$ cat src/rtl/ysyx_22050598_lsu_mem_ctrl_pkg.sv
// Shared definitions for the MEM-stage load/store controller: access sizes,
// FSM state encoding and the data width.
package ysyx_22050598_pkg;

    localparam int XLEN = 64;

    typedef enum logic [1:0] {
        LS_B = 2'b00,
        LS_H = 2'b01,
        LS_W = 2'b10,
        LS_D = 2'b11
    } ls_type_e;

    typedef enum logic [1:0] {
        ST_IDLE = 2'b00,
        ST_REQ  = 2'b01,
        ST_WAIT = 2'b10,
        ST_RESP = 2'b11
    } state_e;

    // An access is misaligned when its address is not a multiple of its size.
    function automatic logic is_misaligned(input ls_type_e t, input logic [2:0] loc);
        case (t)
            LS_H:    return loc[0] != 1'b0;
            LS_W:    return loc[1:0] != 2'b00;
            LS_D:    return loc != 3'b000;
            default: return 1'b0;
        endcase
    endfunction

endpackage

$ cat src/rtl/ysyx_22050598_lsu_mem_ctrl_if.sv
// Data-memory bus: one 8-byte-aligned request channel and one response channel.
interface ysyx_22050598_lsu_mem_ctrl_if;
    import ysyx_22050598_pkg::*;

    logic            mem_req_valid;
    logic            mem_req_ready;
    logic [XLEN-1:0] mem_addr;
    logic            mem_wen;
    logic [XLEN-1:0] mem_wdata;
    logic [7:0]      mem_wmask;
    logic            mem_rsp_valid;
    logic [XLEN-1:0] mem_rsp_rdata;

    modport master (
        output mem_req_valid, mem_addr, mem_wen, mem_wdata, mem_wmask,
        input  mem_req_ready, mem_rsp_valid, mem_rsp_rdata
    );

    modport slave (
        input  mem_req_valid, mem_addr, mem_wen, mem_wdata, mem_wmask,
        output mem_req_ready, mem_rsp_valid, mem_rsp_rdata
    );

endinterface

$ cat src/rtl/ysyx_22050598_lsu_mem_ctrl_align.sv
// Combinational lane steering: replicates store data, builds byte enables and
// extracts/extends load data from an 8-byte-aligned read word.
module ysyx_22050598_lsu_align
    import ysyx_22050598_pkg::*;
(
    input  logic [1:0]      ls_type,
    input  logic [2:0]      loc,
    input  logic [XLEN-1:0] store_data,
    input  logic [XLEN-1:0] rdata,
    input  logic            load_unsigned,
    output logic [XLEN-1:0] wdata,
    output logic [7:0]      wmask,
    output logic [XLEN-1:0] load_data
);

    logic [XLEN-1:0] shifted_s;

    assign shifted_s = rdata >> {loc, 3'b000};

    // Size-dependent store replication, byte mask and load extension.
    always_comb begin
        wdata     = store_data;
        wmask     = 8'hFF;
        load_data = shifted_s;
        case (ls_type_e'(ls_type))
            LS_B: begin
                wdata     = {8{store_data[7:0]}};
                wmask     = 8'h01 << loc;
                load_data = load_unsigned ? {56'd0, shifted_s[7:0]}
                                          : {{56{shifted_s[7]}}, shifted_s[7:0]};
            end
            LS_H: begin
                wdata     = {4{store_data[15:0]}};
                wmask     = 8'h03 << loc;
                load_data = load_unsigned ? {48'd0, shifted_s[15:0]}
                                          : {{48{shifted_s[15]}}, shifted_s[15:0]};
            end
            LS_W: begin
                wdata     = {2{store_data[31:0]}};
                wmask     = 8'h0F << loc;
                load_data = load_unsigned ? {32'd0, shifted_s[31:0]}
                                          : {{32{shifted_s[31]}}, shifted_s[31:0]};
            end
            default: begin
                wdata     = store_data;
                wmask     = 8'hFF;
                load_data = shifted_s;
            end
        endcase
    end

endmodule

$ cat src/rtl/ysyx_22050598_lsu_mem_ctrl.sv
// MEM-stage controller: accepts one EXU request, runs one bus transaction and
// hands an aligned/extended result (or misalign/timeout flag) to WBU.
module ysyx_22050598_lsu_mem_ctrl
    import ysyx_22050598_pkg::*;
#(
    parameter int XLEN    = 64,
    parameter int TIMEOUT = 255
) (
    input  logic                        clk,
    input  logic                        rst,
    input  logic                        in_valid,
    output logic                        in_ready,
    input  logic [XLEN-1:0]             ls_loc,
    input  logic [XLEN-1:0]             store_data,
    input  logic                        load_en,
    input  logic                        store_en,
    input  logic [1:0]                  ls_type,
    input  logic                        load_unsigned,
    ysyx_22050598_lsu_mem_ctrl_if.master mem,
    output logic                        out_valid,
    input  logic                        out_ready,
    output logic [XLEN-1:0]             out_load_data,
    output logic                        out_misalign,
    output logic                        out_bus_err
);

    localparam int CW = (TIMEOUT < 2) ? 1 : $clog2(TIMEOUT + 1);

    state_e          state_q, state_d;
    logic [XLEN-1:0] addr_q, addr_d, wdata_q, wdata_d, data_q, data_d;
    logic [7:0]      wmask_q, wmask_d;
    logic            wen_q, wen_d, load_q, load_d, uns_q, uns_d;
    logic            mis_q, mis_d, err_q, err_d;
    logic [1:0]      type_q, type_d;
    logic [2:0]      off_q, off_d;
    logic [CW-1:0]   cnt_q, cnt_d;

    logic            idle_s, timeout_hit_s;
    logic [1:0]      al_type_s;
    logic [2:0]      al_off_s;
    logic [XLEN-1:0] al_wdata_s, al_ldata_s;
    logic [7:0]      al_wmask_s;

    // In IDLE the aligner sees the incoming request; afterwards the latched one.
    assign idle_s    = (state_q == ST_IDLE);
    assign al_type_s = idle_s ? ls_type : type_q;
    assign al_off_s  = idle_s ? ls_loc[2:0] : off_q;

    ysyx_22050598_lsu_align u_align (
        .ls_type       (al_type_s),
        .loc           (al_off_s),
        .store_data    (store_data),
        .rdata         (mem.mem_rsp_rdata),
        .load_unsigned (uns_q),
        .wdata         (al_wdata_s),
        .wmask         (al_wmask_s),
        .load_data     (al_ldata_s)
    );

    generate
        if (TIMEOUT == 0) begin : g_no_timeout
            assign timeout_hit_s = 1'b0;
        end else begin : g_timeout
            assign timeout_hit_s = (cnt_q == CW'(TIMEOUT - 1));
        end
    endgenerate

    // Next-state and next-register logic for the four-state access FSM.
    always_comb begin
        state_d = state_q;
        addr_d  = addr_q;
        wdata_d = wdata_q;
        wmask_d = wmask_q;
        wen_d   = wen_q;
        load_d  = load_q;
        uns_d   = uns_q;
        type_d  = type_q;
        off_d   = off_q;
        data_d  = data_q;
        mis_d   = mis_q;
        err_d   = err_q;
        cnt_d   = cnt_q;
        case (state_q)
            ST_IDLE: begin
                if (in_valid) begin
                    addr_d  = {ls_loc[XLEN-1:3], 3'b000};
                    type_d  = ls_type;
                    off_d   = ls_loc[2:0];
                    uns_d   = load_unsigned;
                    wen_d   = store_en;
                    load_d  = load_en & ~store_en;
                    wdata_d = store_en ? al_wdata_s : {XLEN{1'b0}};
                    wmask_d = store_en ? al_wmask_s : 8'h00;
                    data_d  = {XLEN{1'b0}};
                    err_d   = 1'b0;
                    mis_d   = 1'b0;
                    if (!(load_en || store_en)) begin
                        state_d = ST_RESP;
                    end else if (is_misaligned(ls_type_e'(ls_type), ls_loc[2:0])) begin
                        mis_d   = 1'b1;
                        state_d = ST_RESP;
                    end else begin
                        state_d = ST_REQ;
                    end
                end else begin
                    state_d = ST_IDLE;
                end
            end
            ST_REQ: begin
                if (mem.mem_req_ready) begin
                    state_d = ST_WAIT;
                    cnt_d   = {CW{1'b0}};
                end else begin
                    state_d = ST_REQ;
                end
            end
            ST_WAIT: begin
                // A response arriving in the timeout cycle still wins.
                if (mem.mem_rsp_valid) begin
                    data_d  = load_q ? al_ldata_s : {XLEN{1'b0}};
                    state_d = ST_RESP;
                end else if (timeout_hit_s) begin
                    err_d   = 1'b1;
                    data_d  = {XLEN{1'b0}};
                    state_d = ST_RESP;
                end else begin
                    cnt_d   = cnt_q + CW'(1);
                end
            end
            ST_RESP: begin
                if (out_ready) begin
                    state_d = ST_IDLE;
                    mis_d   = 1'b0;
                    err_d   = 1'b0;
                    data_d  = {XLEN{1'b0}};
                end else begin
                    state_d = ST_RESP;
                end
            end
            default: state_d = ST_IDLE;
        endcase
    end

    // State and datapath registers with synchronous reset.
    always_ff @(posedge clk) begin
        if (rst) begin
            state_q <= ST_IDLE;
            addr_q  <= {XLEN{1'b0}};
            wdata_q <= {XLEN{1'b0}};
            wmask_q <= 8'h00;
            wen_q   <= 1'b0;
            load_q  <= 1'b0;
            uns_q   <= 1'b0;
            type_q  <= 2'b00;
            off_q   <= 3'b000;
            data_q  <= {XLEN{1'b0}};
            mis_q   <= 1'b0;
            err_q   <= 1'b0;
            cnt_q   <= {CW{1'b0}};
        end else begin
            state_q <= state_d;
            addr_q  <= addr_d;
            wdata_q <= wdata_d;
            wmask_q <= wmask_d;
            wen_q   <= wen_d;
            load_q  <= load_d;
            uns_q   <= uns_d;
            type_q  <= type_d;
            off_q   <= off_d;
            data_q  <= data_d;
            mis_q   <= mis_d;
            err_q   <= err_d;
            cnt_q   <= cnt_d;
        end
    end

    assign in_ready          = idle_s;
    assign out_valid         = (state_q == ST_RESP);
    assign mem.mem_req_valid = (state_q == ST_REQ);
    assign mem.mem_addr      = addr_q;
    assign mem.mem_wen       = wen_q;
    assign mem.mem_wdata     = wdata_q;
    assign mem.mem_wmask     = wmask_q;
    assign out_load_data     = data_q;
    assign out_misalign      = mis_q;
    assign out_bus_err       = err_q;

endmodule

$ cat src/flat_wrapper.sv
// flat-port wrapper written by rule: the top's interface ports become plain ports
module ysyx_22050598_lsu_mem_ctrl_flat import ysyx_22050598_pkg::*;
#(
    parameter int XLEN    = 64,
    parameter int TIMEOUT = 255
)
  (clk, rst, in_valid, in_ready, ls_loc, store_data, load_en, store_en, ls_type, load_unsigned, out_valid, out_ready, out_load_data, out_misalign, out_bus_err, mem_mem_req_valid, mem_mem_addr, mem_mem_wen, mem_mem_wdata, mem_mem_wmask, mem_mem_req_ready, mem_mem_rsp_valid, mem_mem_rsp_rdata);
  ysyx_22050598_lsu_mem_ctrl_if mem_i ();
  input  logic clk;
  input  logic rst;
  input  logic in_valid;
  output logic in_ready;
  input  logic [XLEN-1:0] ls_loc;
  input  logic [XLEN-1:0] store_data;
  input  logic load_en;
  input  logic store_en;
  input  logic [1:0] ls_type;
  input  logic load_unsigned;
  output logic out_valid;
  input  logic out_ready;
  output logic [XLEN-1:0] out_load_data;
  output logic out_misalign;
  output logic out_bus_err;
  output wire logic [$bits(mem_i.mem_req_valid)-1:0] mem_mem_req_valid;
  output wire logic [$bits(mem_i.mem_addr)-1:0] mem_mem_addr;
  output wire logic [$bits(mem_i.mem_wen)-1:0] mem_mem_wen;
  output wire logic [$bits(mem_i.mem_wdata)-1:0] mem_mem_wdata;
  output wire logic [$bits(mem_i.mem_wmask)-1:0] mem_mem_wmask;
  input wire logic [$bits(mem_i.mem_req_ready)-1:0] mem_mem_req_ready;
  input wire logic [$bits(mem_i.mem_rsp_valid)-1:0] mem_mem_rsp_valid;
  input wire logic [$bits(mem_i.mem_rsp_rdata)-1:0] mem_mem_rsp_rdata;
  assign mem_mem_req_valid = mem_i.mem_req_valid;
  assign mem_mem_addr = mem_i.mem_addr;
  assign mem_mem_wen = mem_i.mem_wen;
  assign mem_mem_wdata = mem_i.mem_wdata;
  assign mem_mem_wmask = mem_i.mem_wmask;
  assign mem_i.mem_req_ready = mem_mem_req_ready;
  assign mem_i.mem_rsp_valid = mem_mem_rsp_valid;
  assign mem_i.mem_rsp_rdata = mem_mem_rsp_rdata;
  ysyx_22050598_lsu_mem_ctrl #(.XLEN(XLEN), .TIMEOUT(TIMEOUT)) u_core (.clk(clk), .rst(rst), .in_valid(in_valid), .in_ready(in_ready), .ls_loc(ls_loc), .store_data(store_data), .load_en(load_en), .store_en(store_en), .ls_type(ls_type), .load_unsigned(load_unsigned), .mem(mem_i), .out_valid(out_valid), .out_ready(out_ready), .out_load_data(out_load_data), .out_misalign(out_misalign), .out_bus_err(out_bus_err));
endmodule
$ cat config.mk
export PLATFORM = sky130hd
export DESIGN_NAME = ysyx_22050598_lsu_mem_ctrl_flat
export DESIGN_NICKNAME = d
export VERILOG_FILES = /design/src/rtl/ysyx_22050598_lsu_mem_ctrl_pkg.sv /design/src/rtl/ysyx_22050598_lsu_mem_ctrl_if.sv /design/src/rtl/ysyx_22050598_lsu_mem_ctrl_align.sv /design/src/rtl/ysyx_22050598_lsu_mem_ctrl.sv /design/src/flat_wrapper.sv
export SDC_FILE = /design/constraint.sdc
export NUM_CORES = 1
export LEC_CHECK = 0
export CORE_AREA = 2 2 160 162
export CTS_BUF_LIST = sky130_fd_sc_hd__clkbuf_16
export DETAILED_ROUTE_END_ITERATION = 8
export DIE_AREA = 0 0 162 164
export PLACE_DENSITY = 0.75
export SETUP_SLACK_MARGIN = 0.1
export SYNTH_ARGS = -nofsm -noshare
export SYNTH_HDL_FRONTEND = slang
export SYNTH_SLANG_ARGS = --single-unit
$ cat constraint.sdc
create_clock -name clk -period 6.1 [get_ports clk]
set_clock_uncertainty 0.05 [all_clocks]
set_input_delay 0.915 -clock clk [delete_from_list [all_inputs] [get_ports clk]]
set_output_delay 0.915 -clock clk [all_outputs]
set_load 0.02 [all_outputs]
Yosys cells after proc, flatten, opt, wreduce, memory -nomap -nowiden
Cells that the tools add are included.

cells by class
  $add $sub $neg = 1
  equal/unequal tests = 16
  shift-type cells = 4
  muxes and demuxes = 41
  bitwise gates (word level) = 2
  reductions and logical operators = 13

operators with widths
  cell                                                                count
  64-bit 2-to-1 mux                                                   9
  64-bit one-hot mux with 3 select lines                              3
  64-bit by 6-bit >> shifter with 64-bit output                       1
  8-bit 2-to-1 mux                                                    4
  8-bit one-hot mux with 3 select lines                               1
  2-bit 2-to-1 mux                                                    8
  8-bit one-hot mux with 2 select lines                               1
  2-bit == test (second input constant)                               5
  1-bit 2-to-1 mux                                                    10
  8-bit by 1-bit adder with 8-bit output (second input constant)      1
  8-bit == test (second input constant)                               1
  2-bit one-hot mux with 4 select lines                               1
  4-bit AND reduction                                                 2
  1-bit by 3-bit left shift with 8-bit output (first input constant)  1
  2-bit by 3-bit left shift with 8-bit output (first input constant)  1
  4-bit by 3-bit left shift with 8-bit output (first input constant)  1
  2-bit by 1-bit == test with 1-bit output (second input constant)    3
  2-bit by 1-bit != test with 1-bit output (second input constant)    3
  2-bit != test (second input constant)                               3
  1-bit one-hot mux with 3 select lines                               2
  2-bit nonzero test                                                  3
  3-bit nonzero test                                                  2
  5-bit AND reduction                                                 1
  2-bit logical NOT                                                   2
  8 further kinds                                                     8

word-level totals
  bits in registers = 217
  bits of input ports = 203

Depth between registers and ports, before layout
  depth in word-level cells = 9
  mapped depth = 14

Hierarchy
A second synthesis with hierarchy kept.

unflattened totals
  cells, all modules = 1486
  area, all modules = 11930.2 µm²

modules (own cells, without submodules)
  module                      times used  cells an instance  area an instance (µm²)  seq. area each (µm²)
  ysyx_22050598_lsu_mem_ctrl  1           996                8011.4                  4344.2
  ysyx_22050598_lsu_align     1           490                3918.8                  0.0

Worst setup path after synthesis
No wires, ideal clock.

  path kind = in2reg
  start point = input port ls_loc[2]
  end point = register u_core.data_q[40], in the netlist u_core.out_load_data[40]
  arrival time = 2.873 ns
  data required time = 5.929 ns
  setup slack = 3.056 ns
  stages on the path = 8
  buffers on the path = 2
  cells stage by stage = clkbuf_1 > nor4b_1 > a31oi_2 > a21oi_2 > o41a_1 > o41ai_4 > buf_6 > o21ai_2

on the way
  cells in the longest elaborated chain, start to end = 7
  elaborated cells on any way between the ends = 9
  classes of those cells = shift: 1; mux: 8

ends and longest elaborated chain
  item                                             RTL line                                                                                                                source
  start, declared                                  flat_wrapper.sv:13                                                                                                      input logic [XLEN-1:0] ls_loc;
  3-bit 2-to-1 mux *                               ysyx_22050598_lsu_mem_ctrl.sv:47                                                                                        assign al_off_s = idle_s ? ls_loc[2:0] : off_q;
  64-bit by 6-bit >> shifter with 64-bit output *  ysyx_22050598_lsu_mem_ctrl_align.sv:18                                                                                  assign shifted_s = rdata >> {loc, 3'b000};
  64-bit 2-to-1 mux (on tied branches)             ysyx_22050598_lsu_mem_ctrl_align.sv:41, ysyx_22050598_lsu_mem_ctrl_align.sv:29, ysyx_22050598_lsu_mem_ctrl_align.sv:35
  64-bit one-hot mux with 3 select lines *         ysyx_22050598_lsu_mem_ctrl_align.sv:25                                                                                  case (ls_type_e'(ls_type))
  64-bit 2-to-1 mux *                              ysyx_22050598_lsu_mem_ctrl.sv:120                                                                                       data_d = load_q ? al_ldata_s : {XLEN{1'b0}};
  64-bit 2-to-1 mux *                              ysyx_22050598_lsu_mem_ctrl.sv:119                                                                                       if (mem.mem_rsp_valid) begin
  64-bit one-hot mux with 3 select lines *         ysyx_22050598_lsu_mem_ctrl.sv:83                                                                                        case (state_q)
  end signal, assigned                             ysyx_22050598_lsu_mem_ctrl.sv:156                                                                                       data_q <= {XLEN{1'b0}};
  end signal, assigned                             ysyx_22050598_lsu_mem_ctrl.sv:170                                                                                       data_q <= data_d;
  end, declared                                    ysyx_22050598_lsu_mem_ctrl.sv:30                                                                                        logic [XLEN-1:0] addr_q, addr_d, wdata_q, wdata_d, data_q, data_d;

Mark *: on every way between the ends. The rest lies on a longest branch, timed or not.
A chain may end at the register's enable or synchronous reset.

Worst setup path in the final report
  start point = register u_core.state_q[1]
  end point = register u_core.data_q[12], in the netlist u_core.out_load_data[12]

on the way
  cells in the longest elaborated chain, start to end = 8
  elaborated cells on any way between the ends = 21
  classes of those cells = eq/ne: 7; shift: 1; mux: 9; reduce/logical: 4

ends and longest elaborated chain
  item                                           RTL line                                                                                                                source
  start, declared                                ysyx_22050598_lsu_mem_ctrl.sv:29                                                                                        state_e state_q, state_d;
  start signal, assigned                         ysyx_22050598_lsu_mem_ctrl.sv:161                                                                                       state_q <= state_d;
  2-bit logical NOT                              ysyx_22050598_lsu_mem_ctrl.sv:45, ysyx_22050598_lsu_mem_ctrl.sv:83
  3-bit 2-to-1 mux                               ysyx_22050598_lsu_mem_ctrl.sv:47
  64-bit by 6-bit >> shifter with 64-bit output  ysyx_22050598_lsu_mem_ctrl_align.sv:18
  64-bit 2-to-1 mux (on tied branches)           ysyx_22050598_lsu_mem_ctrl_align.sv:41, ysyx_22050598_lsu_mem_ctrl_align.sv:29, ysyx_22050598_lsu_mem_ctrl_align.sv:35
  64-bit one-hot mux with 3 select lines         ysyx_22050598_lsu_mem_ctrl_align.sv:25
  64-bit 2-to-1 mux                              ysyx_22050598_lsu_mem_ctrl.sv:120
  64-bit 2-to-1 mux                              ysyx_22050598_lsu_mem_ctrl.sv:119
  64-bit one-hot mux with 3 select lines         ysyx_22050598_lsu_mem_ctrl.sv:83

Parallel ways exist; a longest one is shown, timed or not.

==> flow_summary.json <==
{
  "rr_endpoint": "u_core.out_load_data[12]",
  "synthCells": 1348,
  "synth_area_um2": 10400,
  "busiest_layer": "met2",
  "slew_headroom_pct": 20.8,
  "worstSetupPathType": "flop to flop",
  "die_height_um": 164,
  "arrival_ps": 4600,
  "grt_use_met1_pct": 38.6,
  "path_max_fanout": 27,
  "p_comb_share_pct": 28.7,
  "maxSlewViolCount": 0,
  "h-tree-depth": 1,
  "pin_count": 409,
  "io_buffers": 405,
  "cts_sinks": 217,
  "reg2reg_depth": 9,
  "first_global_vias": 11000,
  "grt_max_degree": 97,
  "insertion_delay_ps": 550,
  "avgSynthCellArea_um2": 7.72,
  "synth_edf_count": 0,
  "drive_above_1_share_pct": 6.44,
  "seq_area_frac_synth_pct": 41.7,
  "r2r-start": "u_core.state_q[1]",
  "cts_tree": "yes",
  "setup-violations-final": 0,
  "p_total_uw": 4290,
  "reg2reg_slack_ps": 1930,
  "switching_share_pct": 33.6,
  "synth_cell_types": 64,
  "p_clk_share_pct": 35.4,
  "p_leak_uw": 0.00569,
  "grt_first_pass_wirelength_um": 64200,
  "vias": 11700,
  "hpwl_um": 31200,
  "n_antenna_cell": 0,
  "clk_path_buf_depth": 3,
  "worstSetupStartpointType": "flop",
  "routed_wl_um": 43500,
  "cts.clk_slew.worst_paths_ps": 70,
  "nets": 1899,
  "crit_path_start": "u_core.state_q[1]",
  "wire_per_inst_um": 21.3,
  "tightestPinTransition_ps": 1180,
  "grt_usage_pct": 30.9,
  "fin_crit_sh_pct": 68.4,
  "status": "finished, final reports clean",
  "grt_antenna_before_repair": 1,
  "drc": 0,
  "post_cts_buffers": 0,
  "start_util_pct": 41.9,
  "first_iter_violations": 982,
  "cts_root_buffer": "clkbuf_16",
  "fin_tns_setup_ps": 0,
  "endpoint_kind": "flop",
  "pre_cts_ws_ps": 1780,
  "ys_warn_count": 0,
  "grt_use_met3_pct": 7.65,
  "fin_ws_ps": 1930,
  "synth_ff_type": "dfxtp_1",
  "die-area_um2": 26600,
  "gp_congestion": 0.937,
  "placementRows": 58,
  "first_pass_iters": 5,
  "hold_path.class": "flop to flop",
  "vdd_drop_max_mv": 0.200,
  "endpoint": "u_core.out_load_data[12]",
  "pwr_density_cell_nw_per_um2": 279,
  "viasPerCell": 5.76,
  "internal_power_uw": 2850,
  "seq_power_share_pct": 35.9,
  "p_sw_uw": 1440,
  "async_flop_share_pct": 0,
  "layout_min_cycle_time_ps": 4170,
  "ys_ff_latch": 217,
  "area_growth_pct": 48.0,
  "cts_buffers": 25,
  "ant_nets": 0,
  "rsz0062_at_grt": "false",
  "cap_violations": 0,
  "hold_viol_final": 0,
  "core_area_um2": 24800,
  "ctsResizeCount": 0,
  "cts_hold_buf": 0,
  "die_w_um": 162,
  "crit_required_ps": 6530,
  "holdWs_ps": 399,
  "use_met2_pct": 50.6,
  "fmax_ghz": 0.240,
  "grt-ovfl-total": 0
}
[power groups by stage]
stage / registers [µW] / clock network [µW] / logic, µW
after CTS: 1540 / 1540 / 1220
after detailed placement: 1570 / 0 / 1210
after global placement: 1570 / 0 / 1210
after floorplan: 1640 / 0 / 632
after global routing: 1550 / 1600 / 1310
final: 1540 / 1520 / 1230
[cells in the mapped netlist (8+ instances only)]
master,n,area [µm²]
a211o_1,9,78.8
a211oi_1,9,67.6
a21oi_1,191,956
a221oi_1,27,236
a22o_1,8,70.1
a22oi_1,20,150
a31oi_1,9,56.3
buf_2,8,40.0
clkbuf_1,91,342
dfxtp_1,217,4340
inv_1,12,45.0
mux2_2,8,90.1
mux2i_1,29,290
nand2_1,314,1180
nand3_1,33,165
nor2_1,83,312
nor3_1,14,70.1
o211ai_1,26,195
o21a_1,9,67.6
o21ai_0,76,380
o21ai_2,29,254
o22ai_1,17,106
[placed cells by master, fill, tap and decap left out, types with 7 or more instances in the layout]
cell type        synthesis  routed
o21a_1                   9       9
a22o_1                   8       8
mux2i_1                 29      29
inv_1                   12      14
dfxtp_1                217     217
a32o_1                   7       7
o21ai_0                 76      76
o211ai_1                26      26
nand3_1                 33      33
a211oi_1                 9       9
a21oi_1                191     191
o21ai_2                 29      29
a32oi_1                  7       7
clkdlybuf4s50_1          0     404
o22ai_1                 17      17
a31oi_1                  9       8
nor3_1                  14      14
a211o_1                  9       9
buf_4                    5      21
nor2_1                  83      82
mux2_2                   8       8
a221oi_1                27      27
nand2_1                314     313
and3_1                   7       7
clkbuf_16                0      25
a22oi_1                 20      20
[through the flow]
step	utilization, %	instance area, µm²	std cells
6_report	62.1	15400	2039
5_1_grt	62.1	15400	2039
3_3_place_gp	58.8	14600	1993
2_1_floorplan	-	10400	1350
3_5_place_dp	58.8	14600	1993
4_1_cts	62.1	15400	2039
[cell type report]
class	count	area, µm²
fillers	2241	9410
multi-input cells	1008	5580
flip-flops and latches	217	4340
repair buffers	425	4200
clock buffers	25	626
well taps	330	413
clock inverters	21	195
inverters	13	51.3
[worst min-delay path by stage]
| stage | end | slack [ps] | depth (start not counted) | start |
|---|---|---|---|---|
| finish | u_core.mem.mem_wdata[19] | 400 | 2 | u_core.mem.mem_wdata[19] |
| global route | u_core.mem.mem_addr[29] | 420 | 2 | u_core.mem.mem_addr[29] |
| CTS | u_core.mem.mem_wdata[19] | 400 | 2 | u_core.mem.mem_wdata[19] |
| detailed placement | u_core.mem.mem_wdata[11] | 390 | 2 | u_core.mem.mem_wdata[11] |
| global placement | u_core.mem.mem_wdata[27] | 390 | 2 | u_core.mem.mem_wdata[27] |
| floorplan | u_core.type_q[0] | 390 | 2 | u_core.type_q[0] |
[flip-flops by register name, indices dropped and copies added (netlist names), 2 cells and up]
signal                cells
u_core.off_q              3
u_core.mem.mem_addr      61
u_core.cnt_q              8
u_core.state_q            2
u_core.out_load_data     64
u_core.mem.mem_wmask      8
u_core.mem.mem_wdata     64
u_core.type_q             2
[routing by layer]
layer	wire [µm]	part of all wire, %
met2	20200	47
met1	17200	40
met3	4030	9.3
met5	0	0
met4	2020	4.6
[worst max-delay path, cell delays in order (launching register included)]
cell,delay [ps]
dfxtp_1,810
or2_1,480
inv_4,140
a21boi_0,360
ha_1,890
nor2_1,220
nand2_1,290
nand2_1,310
nor3_1,390
a211o_1,150
[logic make-up (layout without fill, tap and decap cells)]
family	count (synthesis)	after routing	share of synthesized area (%)
AOI/OAI and AO/OA	470	470	28.8
xor gates and xnor gates	7	7	0.589
adders and majority gates	6	6	0.721
buffers and inverters	125	484	5.10
DFF	217	217	41.7
muxes	38	38	3.79
other	1	3	0.0360
and+or+nand+nor	484	484	19.3
Note: power is estimated with default switching activity, not from simulation.
